===== src/rtl/seq_detect_pkg.sv =====
// Shared types and sizing helpers for the serial sequence detector run controller.
package seq_detect_pkg;

  localparam int unsigned DEF_W     = 8;
  localparam int unsigned DEF_CNT_W = 8;

  typedef enum logic [1:0] {
    IDLE  = 2'd0,
    READY = 2'd1,
    RUN   = 2'd2,
    DONE  = 2'd3
  } state_t;

  // Bits needed to hold a pattern length in 0..w.
  function automatic int unsigned len_width(input int unsigned w);
    return $clog2(w + 1);
  endfunction

endpackage


===== src/rtl/seq_match_core.sv =====
// Serial pattern matcher: history shift register, fill counter and masked compare.
module seq_match_core
  import seq_detect_pkg::*;
#(
  parameter int unsigned W     = DEF_W,
  parameter int unsigned LEN_W = len_width(DEF_W)
) (
  input  logic             clk,
  input  logic             reset,
  input  logic             clr,
  input  logic             en,
  input  logic             x,
  input  logic [W-1:0]     pattern,
  input  logic [LEN_W-1:0] len,
  input  logic             overlap,
  output logic             match
);

  logic [W-1:0]     sr;
  logic [W-1:0]     sr_nxt;
  logic [W-1:0]     mask;
  logic [LEN_W-1:0] bits_seen;
  logic [LEN_W-1:0] seen_nxt;
  logic             cmp_eq;

  // Comparing before incrementing keeps the fill count from wrapping when W+1 is a power of two.
  always_comb begin
    sr_nxt   = W'({sr, x});
    seen_nxt = (bits_seen < len) ? bits_seen + LEN_W'(1) : len;
    for (int i = 0; i < W; i++) begin
      mask[i] = (i < int'(len));
    end
    cmp_eq = (((sr_nxt ^ pattern) & mask) == '0);
    match  = en && (seen_nxt == len) && cmp_eq;
  end

  always_ff @(posedge clk or negedge reset) begin
    if (!reset) begin
      // NOTE: sequential state uses non-blocking assignments so every register sees pre-edge values.
      sr        <= '0;
      bits_seen <= '0;
    end else if (clr) begin
      sr        <= '0;
      bits_seen <= '0;
    end else if (en) begin
      sr        <= sr_nxt;
      bits_seen <= (match && !overlap) ? '0 : seen_nxt;
    end
  end

endmodule


===== src/rtl/seq_detect_ctrl.sv =====
// Run controller: config handshake, IDLE/READY/RUN/DONE sequencing, match counting and detect pulse.
module seq_detect_ctrl
  import seq_detect_pkg::*;
#(
  parameter int unsigned W     = DEF_W,
  parameter int unsigned CNT_W = DEF_CNT_W
) (
  input  logic                    clk,
  input  logic                    reset,
  input  logic                    cfg_valid,
  output logic                    cfg_ready,
  input  logic [W-1:0]            cfg_pattern,
  input  logic [len_width(W)-1:0] cfg_len,
  input  logic                    cfg_overlap,
  input  logic [CNT_W-1:0]        cfg_target,
  input  logic                    start,
  input  logic                    abort,
  input  logic                    clear,
  input  logic                    x_valid,
  input  logic                    x,
  output logic                    y,
  output logic [CNT_W-1:0]        match_count,
  output logic                    busy,
  output logic                    done,
  output logic                    cfg_err
);

  localparam int unsigned LEN_W = len_width(W);

  state_t           state;
  state_t           state_nxt;

  logic [W-1:0]     pat_q;
  logic [LEN_W-1:0] len_q;
  logic             ovl_q;
  logic [CNT_W-1:0] tgt_q;

  logic             cfg_legal;
  logic             cfg_accept;
  logic             cfg_reject;
  logic             run_start;
  logic             bit_en;
  logic             match;
  logic [CNT_W-1:0] cnt_inc;
  logic             target_hit;

  // Abort outranks every per-state action, so it gates all the strobes below.
  always_comb begin
    cfg_legal  = (cfg_len != '0) && (32'(cfg_len) <= W);
    cfg_accept = (state == IDLE) && cfg_valid && cfg_legal && !abort;
    cfg_reject = (state == IDLE) && cfg_valid && !cfg_legal && !abort;
    run_start  = (state == READY) && start && !abort;
    bit_en     = (state == RUN) && x_valid && !abort;
    cnt_inc    = (match_count == '1) ? match_count : match_count + CNT_W'(1);
    target_hit = match && (tgt_q != '0) && (cnt_inc == tgt_q);
  end

  seq_match_core #(
    .W     (W),
    .LEN_W (LEN_W)
  ) u_core (
    .clk     (clk),
    .reset   (reset),
    .clr     (run_start),
    .en      (bit_en),
    .x       (x),
    .pattern (pat_q),
    .len     (len_q),
    .overlap (ovl_q),
    .match   (match)
  );

  always_ff @(posedge clk or negedge reset) begin
    if (!reset) state <= IDLE;
    else        state <= state_nxt;
  end

  always_comb begin
    // NOTE: default first so every path assigns state_nxt and no latch is inferred.
    state_nxt = state;
    if (abort) begin
      state_nxt = IDLE;
    end else begin
      unique case (state)
        IDLE:    if (cfg_accept) state_nxt = READY;
        READY:   if (start)      state_nxt = RUN;
        RUN:     if (target_hit) state_nxt = DONE;
        DONE:    if (clear)      state_nxt = READY;
        default: state_nxt = IDLE;
      endcase
    end
  end

  always_comb begin
    cfg_ready = 1'b0;
    busy      = 1'b0;
    done      = 1'b0;
    unique case (state)
      IDLE:    cfg_ready = 1'b1;
      RUN:     busy      = 1'b1;
      DONE:    done      = 1'b1;
      default: ;
    endcase
  end

  always_ff @(posedge clk or negedge reset) begin
    if (!reset) begin
      // NOTE: configuration registers are reset too, so an asynchronous reset forces a fresh config.
      pat_q <= '0;
      len_q <= '0;
      ovl_q <= 1'b0;
      tgt_q <= '0;
    end else if (cfg_accept) begin
      pat_q <= cfg_pattern;
      len_q <= cfg_len;
      ovl_q <= cfg_overlap;
      tgt_q <= cfg_target;
    end
  end

  // The count survives abort; only start or reset clears it.
  always_ff @(posedge clk or negedge reset) begin
    if (!reset) begin
      match_count <= '0;
      y           <= 1'b0;
      cfg_err     <= 1'b0;
    end else begin
      y       <= match;
      cfg_err <= cfg_reject;
      if (run_start)  match_count <= '0;
      else if (match) match_count <= cnt_inc;
    end
  end

endmodule


===== config.mk =====
export PLATFORM = sky130hd
export DESIGN_NAME = seq_detect_ctrl
export DESIGN_NICKNAME = d
export VERILOG_FILES = /design/src/rtl/seq_detect_pkg.sv /design/src/rtl/seq_match_core.sv /design/src/rtl/seq_detect_ctrl.sv
export SDC_FILE = /design/constraint.sdc
export NUM_CORES = 1
export LEC_CHECK = 0
export BUFFER_PORTS_ARGS = -buffer_cell sky130_fd_sc_hd__buf_2
export CORE_MARGIN = 2
export CORE_UTILIZATION = 50
export CTS_BUF_LIST = sky130_fd_sc_hd__clkbuf_4
export DETAILED_ROUTE_END_ITERATION = 12
export PLACE_DENSITY = 0.79
export SLEW_MARGIN = 10
export SYNTH_ARGS = -nofsm -noshare
export SYNTH_HDL_FRONTEND = slang
export SYNTH_SLANG_ARGS = --single-unit

===== constraint.sdc =====
create_clock -name clk -period 3.3 [get_ports clk]
set_input_delay 0.165 -clock clk [delete_from_list [all_inputs] [get_ports clk]]
set_output_delay 0.165 -clock clk [all_outputs]
set_load 0.02 [all_outputs]

==> impl_metrics.py, run 1 <==
metrics = {
    "status": {
        "status": "completed",
    },
    "sta": {
        "rsz0062_at_grt": "no",
        "drv_slew": 0,
        "skew_ns": 0.0151,
        "timing.final.crit_share": 0.800,
        "tightest_slew_ns": 0.964,
        "clock.fmax_mhz": 379,
        "hold_ws_ns": 0.0125,
        "max-slew-margin-rel": 0.357,
        "fin_crit_ns": 2.64,
        "hold_viol": 0,
        "finalSetupTns_ns": 0,
        "finalSetupViolations": 0,
    },
    "yosys": {
        "syn_area_per_cell_um2": 10.2,
        "ys_seq_elements": 44,
        "syn_area_um2": 2750,
        "synth-seq-area-share": 0.400,
        "synth_area_leader_cell": "dfrtp_1",
        "synth_top_area_share": 0.400,
        "synth_cell_types": 60,
        "syn_nets": 307,
        "synth_most_common_cell": "dfrtp_1",
        "synth_area_leaders": "dfrtp_1, mux2_2, ha_1, xnor2_1, xor2_1",
        "synth_ff_type": "dfrtp_1",
        "yosysWarningCount": 0,
        "synth-edff-count": 0,
        "synthCells": 269,
        "netlist_top_cells_count": "dfrtp_1, a21oi_1, mux2_2, nor2_1, nand2_1",
        "async_reset_ff_frac": 1.00,
    },
    "setup_path": {
        "end_kind": "flip-flop",
        "crit_chain": "inv_1, ha_1, nor2b_1, nand2_1, a2111oi_2, o211ai_2, nor2_4, a31oi_2, a311oi_2",
        "arrival_ns": 2.93,
        "cp_max_fo": 13,
        "crit_type": "flip-flop to flip-flop",
        "worst_path_largest_cell_delay_ns": 0.47,
        "crit_slowest_cell": "dfrtp_1",
        "required_ns": 3.59,
        "critPathLaunchType": "flip-flop",
    },
    "power_and_ir_drop": {
        "power_w": 0.00232,
        "p_per_area_nw_per_um2": 732,
        "internal-power_w": 0.00132,
        "switching_share": 0.430,
        "power_frac_seq": 0.412,
        "clockPowerShare": 0.124,
        "switchingPower_w": 0.000999,
        "power.leakage_nw": 1.42,
        "ir_worst_vdd_v": 0.000438,
        "pwr-share-comb": 0.463,
    },
    "clock_network": {
        "htreeDepth": 2,
        "path_clk_slew_ns": 0.15,
        "clk_path_buf_depth": 2,
        "cts_resized": 0,
        "cts_tree": "done",
        "insertion_delay_ns": 0.38,
        "cts_setup_buffers": 0,
        "cts_sinks": 44,
        "cts-buffers-inserted": 5,
        "clock-root-buffer": "clkbuf_4",
    },
    "routing": {
        "wl_met3_um": 246,
        "wl_per_cell_um": 15.7,
        "dr_wl_met2_um": 2830,
        "drc_errors": 0,
        "finalWirelength_um": 6140,
        "ant_nets": 0,
        "drt_pass1_iterations": 4,
        "top_layer": "met4",
        "drt_iter0_drc": 211,
        "wl_met1_um": 2970,
        "routed_via_density": 5.79,
        "vias": 2258,
    },
    "die": {
        "core_area_um2": 5410,
        "initial_core_util": 0.509,
        "io_pins": 42,
        "die_y_um": 78.2,
        "num_rows": 27,
        "die-area_um2": 6120,
        "die_w_um": 78.2,
    },
    "global_route": {
        "grt_usage": 0.217,
        "grt_overflow": 0,
        "grt_max_degree": 45,
        "grt_pass1_wl_um": 10500,
        "grt_pass1_vias": 2187,
        "grt_antenna_before_repair": 0,
    },
    "layout": {
        "areaGrowthSynthToFinish_pct": 15.2,
        "diodes": 0,
        "nets": 355,
        "drive_above_1_share": 0.270,
        "fin_area_um2": 3170,
        "multi_input_area_um2": 1530,
        "regArea_um2": 1100,
        "nFillCells": 477,
    },
    "place": {
        "hpwl_um": 4520,
        "io_buffers": 41,
        "placed_cell_area_um2": 3000,
        "gp_congestion": 0.858,
    },
    "hold_path": {
        "hold_path.class": "primary input to flip-flop",
    },
    "run": {
        "cap_violations": 0,
    },
}
## registers in the layout (all words and copies together), names as in the netlist, 2 cells and up
register / flops
u_core.sr: 7
len_q: 4
pat_q: 8
u_core.bits_seen: 4
state: 2
tgt_q: 8
match_count: 8
## worst max-delay path, delay by kind of cell, from the launching register on
kind                     cells  cell delay, ns
adder cells (fa/ha/maj)      1            0.19
flip-flops                   1            0.47
buffers and inverters        1            0.10
AND/OR/NAND/NOR              3            0.74
AO/OA/AOI/OAI                4            1.04
## through the flow
step | setup WS, ns | utilization | cells
3_3_place_gp | 0.861 | 0.555 | 371
4_1_cts | 0.668 | 0.585 | 389
5_1_grt | 0.371 | 0.587 | 390
3_5_place_dp | 0.721 | 0.555 | 371
6_report | 0.659 | 0.587 | 390
2_1_floorplan | 0.897 | - | 269
## final cells by class
class | instances | share of cell area
clock buffer | 5 | 0.0118
sequential | 44 | 0.347
timing repair buffer | 54 | 0.104
multi-input combinational | 198 | 0.484
clock inverter | 3 | 0.00828
inverter | 14 | 0.0166
tap | 72 | 0.0284
## layout by cell type, fill, tap and decap left out, drive strengths merged, types with 8 or more instances in the layout
master,instances
a21oi,18
a22o,8
buf,43
dfrtp,44
dlygate4sd3,11
ha,9
inv,16
mux2,17
nand2,15
nor2,18
o21ai,10
xnor2,10
xor2,10
## per-layer routing
metal | track usage | vias up
met1 | 0.310 | 1083
li1 | - | 1098
met3 | 0.0368 | 13
met2 | 0.334 | 64
met4 | 0.0719 | 0
met5 | 0 | -
## cells by family (layout without fill, tap and decap cells)
| family | count (synthesis) | after routing | synth area share |
|---|---|---|---|
| XOR/XNOR | 20 | 20 | 0.0636 |
| flip-flops | 44 | 44 | 0.400 |
| AND/OR/NAND/NOR | 79 | 79 | 0.167 |
| buffers and inverters | 27 | 76 | 0.0432 |
| multiplexers | 20 | 20 | 0.0804 |
| adder cells (fa/ha/maj) | 9 | 9 | 0.0409 |
| AO/OA/AOI/OAI | 70 | 70 | 0.205 |
## path summary, 6_finish.rpt
kind	start	end	slack, ns	depth (start not counted)
min	cfg_pattern[0]	pat_q[0]$_DFFE_PN0P_	0.01	2
min reg2reg	pat_q[2]$_DFFE_PN0P_	pat_q[2]$_DFFE_PN0P_	0.55	1
max in group asynchronous	reset	match_count[2]$_DFFE_PN0P_	2.23	2
min in group asynchronous	reset	u_core.bits_seen[0]$_DFFE_PN0P_	0.46	2
max reg2reg	state[0]$_DFFE_PN0P_	match_count[6]$_DFFE_PN0P_	0.66	9
max	state[0]$_DFFE_PN0P_	match_count[6]$_DFFE_PN0P_	0.66	9
## power groups by stage
| stage | clock network (W) | logic (W) | registers, W |
|---|---|---|---|
| 2_1_floorplan | 0 | 0.000892 | 0.000865 |
| 3_3_place_gp | 0 | 0.00102 | 0.000956 |
| 3_5_place_dp | 0 | 0.00105 | 0.000963 |
| 4_1_cts | 0.000299 | 0.00107 | 0.000953 |
| 5_1_grt | 0.000323 | 0.00121 | 0.000987 |
| 6_report | 0.000289 | 0.00108 | 0.000958 |
## what timing repair did
| action | CTS | global route |
|---|---|---|
| endpoints found under the hold margin | 52 | 1 |
| setup endpoints to repair | 0 | 0 |
| hold buffers | 10 | 1 |
Note: power is estimated with default switching activity, not from simulation.
==> inputs of run 2 (changes only) <==
- clock period: 3.3 -> 2.75 ns (I/O delays scaled with it)
==> impl_metrics.py, run 2 (synthesized netlist as in run 1, its figures left out) <==
metrics = {
    "status": {
        "status": "completed",
    },
    "power_and_ir_drop": {
        "pwr-share-comb": 0.432,
        "switching_share": 0.391,
        "switchingPower_w": 0.00120,
        "ir_worst_vdd_v": 0.000529,
        "p_per_area_nw_per_um2": 899,
        "power.leakage_nw": 1.53,
        "clockPowerShare": 0.193,
        "internal-power_w": 0.00188,
        "power_frac_seq": 0.374,
    },
    "setup_path": {
        "worstReg2RegStart": "match_count[0]$_DFFE_PN0P_",
        "end_kind": "flip-flop",
        "cp_max_fo": 11,
        "required_ns": 3.02,
        "crit_start": "match_count[0]$_DFFE_PN0P_",
        "crit_type": "flip-flop to flip-flop",
        "arrival_ns": 2.89,
        "crit_slowest_cell": "dfrtp_1",
        "crit_chain": "ha_4, and4_1, nand2_1, o311ai_0, o31ai_1, nor4_2, buf_4, nand2_1, a31o_1",
        "cpMostUsedCell": "nand2_1",
        "critPathLaunchType": "flip-flop",
        "worst_path_largest_cell_delay_ns": 0.54,
    },
    "place": {
        "gp_congestion": 0.889,
        "hpwl_um": 4500,
        "io_buffers": 41,
        "dp_cells": 374,
    },
    "sta": {
        "drv_slew": 0,
        "tightest_slew_ns": 0.971,
        "finalSetupViolations": 0,
        "hold_ws_ns": 0.0102,
        "max-slew-margin-rel": 0.353,
        "rsz0062_at_grt": "no",
        "clock.fmax_mhz": 382,
        "fin_crit_ns": 2.62,
        "timing.final.crit_share": 0.952,
        "skew_ns": 0.00493,
        "finalSetupTns_ns": 0,
        "hold_viol": 0,
    },
    "clock_network": {
        "htreeDepth": 2,
        "insertion_delay_ns": 0.36,
        "path_clk_slew_ns": 0.13,
        "clock-root-buffer": "clkbuf_4",
        "cts_tree": "done",
        "clk_path_buf_depth": 2,
        "cts-buffers-inserted": 5,
        "cts_sinks": 44,
    },
    "die": {
        "die_y_um": 78.2,
        "initial_core_util": 0.509,
        "die-area_um2": 6120,
        "core_area_um2": 5410,
        "die_w_um": 78.2,
        "io_pins": 42,
        "num_rows": 27,
    },
    "routing": {
        "routed_via_density": 5.92,
        "wl_per_cell_um": 16.3,
        "ant_nets": 0,
        "drc_errors": 0,
        "vias": 2422,
        "drt_iter0_drc": 286,
        "finalWirelength_um": 6670,
        "drt_pass1_iterations": 5,
    },
    "layout": {
        "nFillCells": 453,
        "final_cells": 409,
        "nets": 374,
        "drive_above_1_share": 0.291,
        "final_cell_mix": "dfrtp_1, buf_2, dlygate4sd3_1",
        "final_common_cell": "dfrtp_1",
        "final_util": 0.634,
        "top_regs": "match_count: 8 flops, pat_q: 8 flops, tgt_q: 8 flops",
        "areaGrowthSynthToFinish_pct": 24.4,
        "diodes": 0,
    },
    "global_route": {
        "grt_use_met3": 0.0402,
        "grt_antenna_before_repair": 0,
        "met1_usage": 0.314,
        "grt_pass1_wl_um": 10700,
        "use_met2": 0.337,
        "top_usage_layer": "met2",
        "grt_overflow": 0,
        "grt_pass1_vias": 2261,
        "grt_usage": 0.219,
        "grt_max_degree": 45,
    },
    "hold_path": {
        "hold_path.class": "primary input to flip-flop",
        "hp-start": "cfg_len[1]",
    },
    "run": {
        "cap_violations": 0,
    },
}
run 2: cell count changes in the layout (fill, tap and decap cells not counted), moves of 2 or more:
cell           change
bufinv_16          +3
inv_6              -2
buf_4              +8
dlygate4sd3_1      +9
run 2: power groups by stage:
stage | Combinational [W] | Sequential, W | Clock (W)
4_1_cts | 0.00131 | 0.00114 | 0.000607
5_1_grt | 0.00147 | 0.00118 | 0.000633
2_1_floorplan | 0.00107 | 0.00104 | 0
6_report | 0.00133 | 0.00115 | 0.000596
3_5_place_dp | 0.00127 | 0.00115 | 0
3_3_place_gp | 0.00124 | 0.00115 | 0
run 2: critical path, delay by kind of cell, from the launching register on:
family	cells	cell delay [ns]
compound gates	3	0.79
simple gates	4	0.77
flops	1	0.54
fa+ha+maj	1	0.25
buf+inv	1	0.18
run 2: path summary, 6_finish.rpt:
check / endpoint / slack, ns / cells past startpoint
max in group asynchronous: tgt_q[3]$_DFFE_PN0P_ / 1.69 / 2
worst max-delay path: state[1]$_DFFE_PN0P_ / 0.13 / 9
worst max register to register: state[1]$_DFFE_PN0P_ / 0.13 / 9
worst min register to register: pat_q[3]$_DFFE_PN0P_ / 0.55 / 1
min in group asynchronous: match_count[2]$_DFFE_PN0P_ / 0.46 / 2
worst min-delay path: len_q[1]$_DFFE_PN0P_ / 0.01 / 3
run 2: cell type report:
| class | instances | area, um^2 | area share |
|---|---|---|---|
| clock buffers | 5 | 37.5 | 0.0110 |
| inverters | 14 | 52.6 | 0.0153 |
| clock inverters | 3 | 90.1 | 0.0263 |
| multi-input cells | 199 | 1560 | 0.454 |
| flip-flops and latches | 44 | 1100 | 0.321 |
| repair buffers | 72 | 500 | 0.146 |
| well taps | 72 | 90.1 | 0.0263 |
run 2: through the flow:
stage | instance area (um^2) | total power, W | setup slack (ns)
2_1_floorplan | 2750 | 0.00211 | 0.347
3_3_place_gp | 3030 | 0.00238 | 0.280
3_5_place_dp | 3030 | 0.00243 | 0.158
4_1_cts | 3350 | 0.00306 | 0.110
5_1_grt | 3430 | 0.00328 | 0.0237
6_report | 3430 | 0.00308 | 0.131
run 2: what timing repair did:
| item | in CTS | in global routing |
|---|---|---|
| hold endpoints to repair | 61 | 1 |
| setup endpoints to repair | 0 | 5 |
| setup buffers | 0 | 6 |
| hold buffers | 19 | 1 |
| resized for setup | 0 | 3 |
run 2: per-layer routing:
layer	wire length, um	vias up
met5	0	-
met4	159	0
met3	431	21
met2	3100	107
met1	2980	1164
li1	-	1130
==> inputs of run 3 (changes only) <==
--- a/config.mk
+++ b/config.mk
@@ -8,8 +8,8 @@
 export BUFFER_PORTS_ARGS = -buffer_cell sky130_fd_sc_hd__buf_2
 export CORE_MARGIN = 2
-export CORE_UTILIZATION = 50
+export CORE_UTILIZATION = 59
 export CTS_BUF_LIST = sky130_fd_sc_hd__clkbuf_4
 export DETAILED_ROUTE_END_ITERATION = 12
-export PLACE_DENSITY = 0.79
+export PLACE_DENSITY = 0.89
 export SLEW_MARGIN = 10
 export SYNTH_ARGS = -nofsm -noshare
==> constraint.sdc (replaced) <==
create_clock -name clk -period 2.75 [get_ports clk]
set_input_delay 0.275 -clock clk [delete_from_list [all_inputs] [get_ports clk]]
set_output_delay 0.275 -clock clk [all_outputs]
set_load 0.02 [all_outputs]
==> impl_metrics.py, run 3 (synthesized netlist as in run 1, its figures left out) <==
metrics = {
    "status": {
        "status": "completed",
    },
    "clock_network": {
        "postCtsHoldBufs": 0,
        "cts_sinks": 44,
        "path_clk_slew_ns": 0.15,
        "cts_tree": "done",
        "clock-root-buffer": "clkbuf_4",
        "clk_path_buf_depth": 2,
        "cts-buffers-inserted": 5,
        "htreeDepth": 2,
        "insertion_delay_ns": 0.37,
    },
    "routing": {
        "ant_nets": 0,
        "routed_via_density": 6.24,
        "wl_per_cell_um": 17.5,
        "drc_errors": 0,
        "drt_iter0_drc": 189,
        "finalWirelength_um": 6380,
        "vias": 2278,
        "drt_pass1_iterations": 4,
    },
    "layout": {
        "final_cells": 365,
        "top_regs": "match_count: 8 flops, pat_q: 8 flops, tgt_q: 8 flops",
        "final_common_cell": "dfrtp_1",
        "final_cell_mix": "dfrtp_1, buf_2, nor2_1, a21oi_1, mux2_2",
        "diodes": 0,
        "drive_above_1_share": 0.300,
        "areaGrowthSynthToFinish_pct": 13.1,
        "nets": 350,
    },
    "setup_path": {
        "cp_max_fo": 11,
        "end_kind": "flip-flop",
        "arrival_ns": 2.90,
        "critPathLaunchType": "flip-flop",
        "required_ns": 3.03,
        "crit_type": "flip-flop to flip-flop",
    },
    "sta": {
        "timing.final.crit_share": 0.954,
        "clock.fmax_mhz": 381,
        "tightest_slew_ns": 0.961,
        "timing.final.ws_setup_ns": 0.125,
        "hold_viol": 0,
        "max-slew-margin-rel": 0.359,
        "finalSetupViolations": 0,
        "finalSetupTns_ns": 0,
        "hold_ws_ns": 0.0458,
        "skew_ns": 0.0188,
        "fin_crit_ns": 2.62,
        "drv_slew": 0,
    },
    "power_and_ir_drop": {
        "power.leakage_nw": 1.41,
        "power_frac_seq": 0.403,
        "ir_worst_vdd_v": 0.000575,
        "p_per_area_nw_per_um2": 920,
        "switchingPower_w": 0.00120,
        "internal-power_w": 0.00166,
        "clockPowerShare": 0.145,
        "pwr-share-comb": 0.452,
        "switching_share": 0.420,
    },
    "die": {
        "die_y_um": 72.3,
        "num_rows": 24,
        "initial_core_util": 0.624,
        "die-area_um2": 5230,
        "io_pins": 42,
        "core_area_um2": 4410,
        "die_w_um": 72.3,
    },
    "global_route": {
        "grt_max_degree": 45,
        "grt_pass1_vias": 2192,
        "grt_usage": 0.258,
        "grt_pass1_wl_um": 10500,
        "grt_antenna_before_repair": 0,
        "grt_overflow": 0,
    },
    "hold_path": {
        "hold_path.class": "primary input to asynchronous set/reset pin",
    },
    "place": {
        "hpwl_um": 4660,
        "dp_slack_ns": 0.0631,
        "dp_cells": 354,
        "io_buffers": 41,
        "gp_congestion": 0.947,
    },
    "run": {
        "cap_violations": 0,
    },
}
-- run 3: layout make-up --
class                   count  area (um^2)
fillers                   325         1300
multi-input cells         198         1540
clock inverters             3         42.5
repair buffers             49          278
well taps                  52         65.1
flip-flops and latches     44         1100
clock buffers               5         37.5
inverters                  14         52.6
-- run 3: per-stage QoR --
stage	instance area, um^2	util	total power (W)
after floorplan	2750	-	0.00211
after global placement	3000	0.679	0.00237
after detailed placement	3000	0.679	0.00243
after CTS	3080	0.697	0.00285
after global routing	3120	0.706	0.00306
final	3120	0.706	0.00287
-- run 3: final timing paths --
check	startpoint	endpoint	cells after the start	slack (ns)
worst max-delay path	match_count[0]$_DFFE_PN0P_	state[1]$_DFFE_PN0P_	9	0.13
worst min-delay path	reset	pat_q[4]$_DFFE_PN0P_	1	0.05
worst max register to register	match_count[0]$_DFFE_PN0P_	state[1]$_DFFE_PN0P_	9	0.13
worst min register to register	u_core.sr[6]$_DFFE_PN0P_	u_core.sr[6]$_DFFE_PN0P_	1	0.54
max in group asynchronous	reset	tgt_q[5]$_DFFE_PN0P_	1	2.10
min in group clk	cfg_len[2]	len_q[3]$_DFFE_PN0P_	2	0.10
-- run 3: routing by layer --
layer	share of wire	routed length, um	global-route usage
met4	0.012	76	0.0922
met3	0.088	562	0.0500
met1	0.42	2670	0.355
met2	0.48	3070	0.406
met5	0	0	0
-- run 3: power groups by stage --
stage               Combinational [W]  Sequential (W)  Clock [W]
floorplan                     0.00107         0.00104          0
global placement              0.00122         0.00114          0
detailed placement            0.00128         0.00115          0
CTS                           0.00129         0.00114   0.000419
global route                  0.00143         0.00118   0.000449
finish                        0.00130         0.00115   0.000416
-- run 3: what timing repair did --
item	CTS	global route
gates resized for setup	0	2
endpoints found under the setup margin	0	14
buffers inserted	0	3
-- run 3: worst max-delay path: stages, from the launching register on --
cell and delay, ns:
dfrtp_1 0.49, ha_2 0.33, and4_1 0.32, nand2_1 0.11
o311ai_0 0.39, o31ai_1 0.15, nor4_2 0.25, buf_4 0.18
nand2_1 0.09, a31o_1 0.23
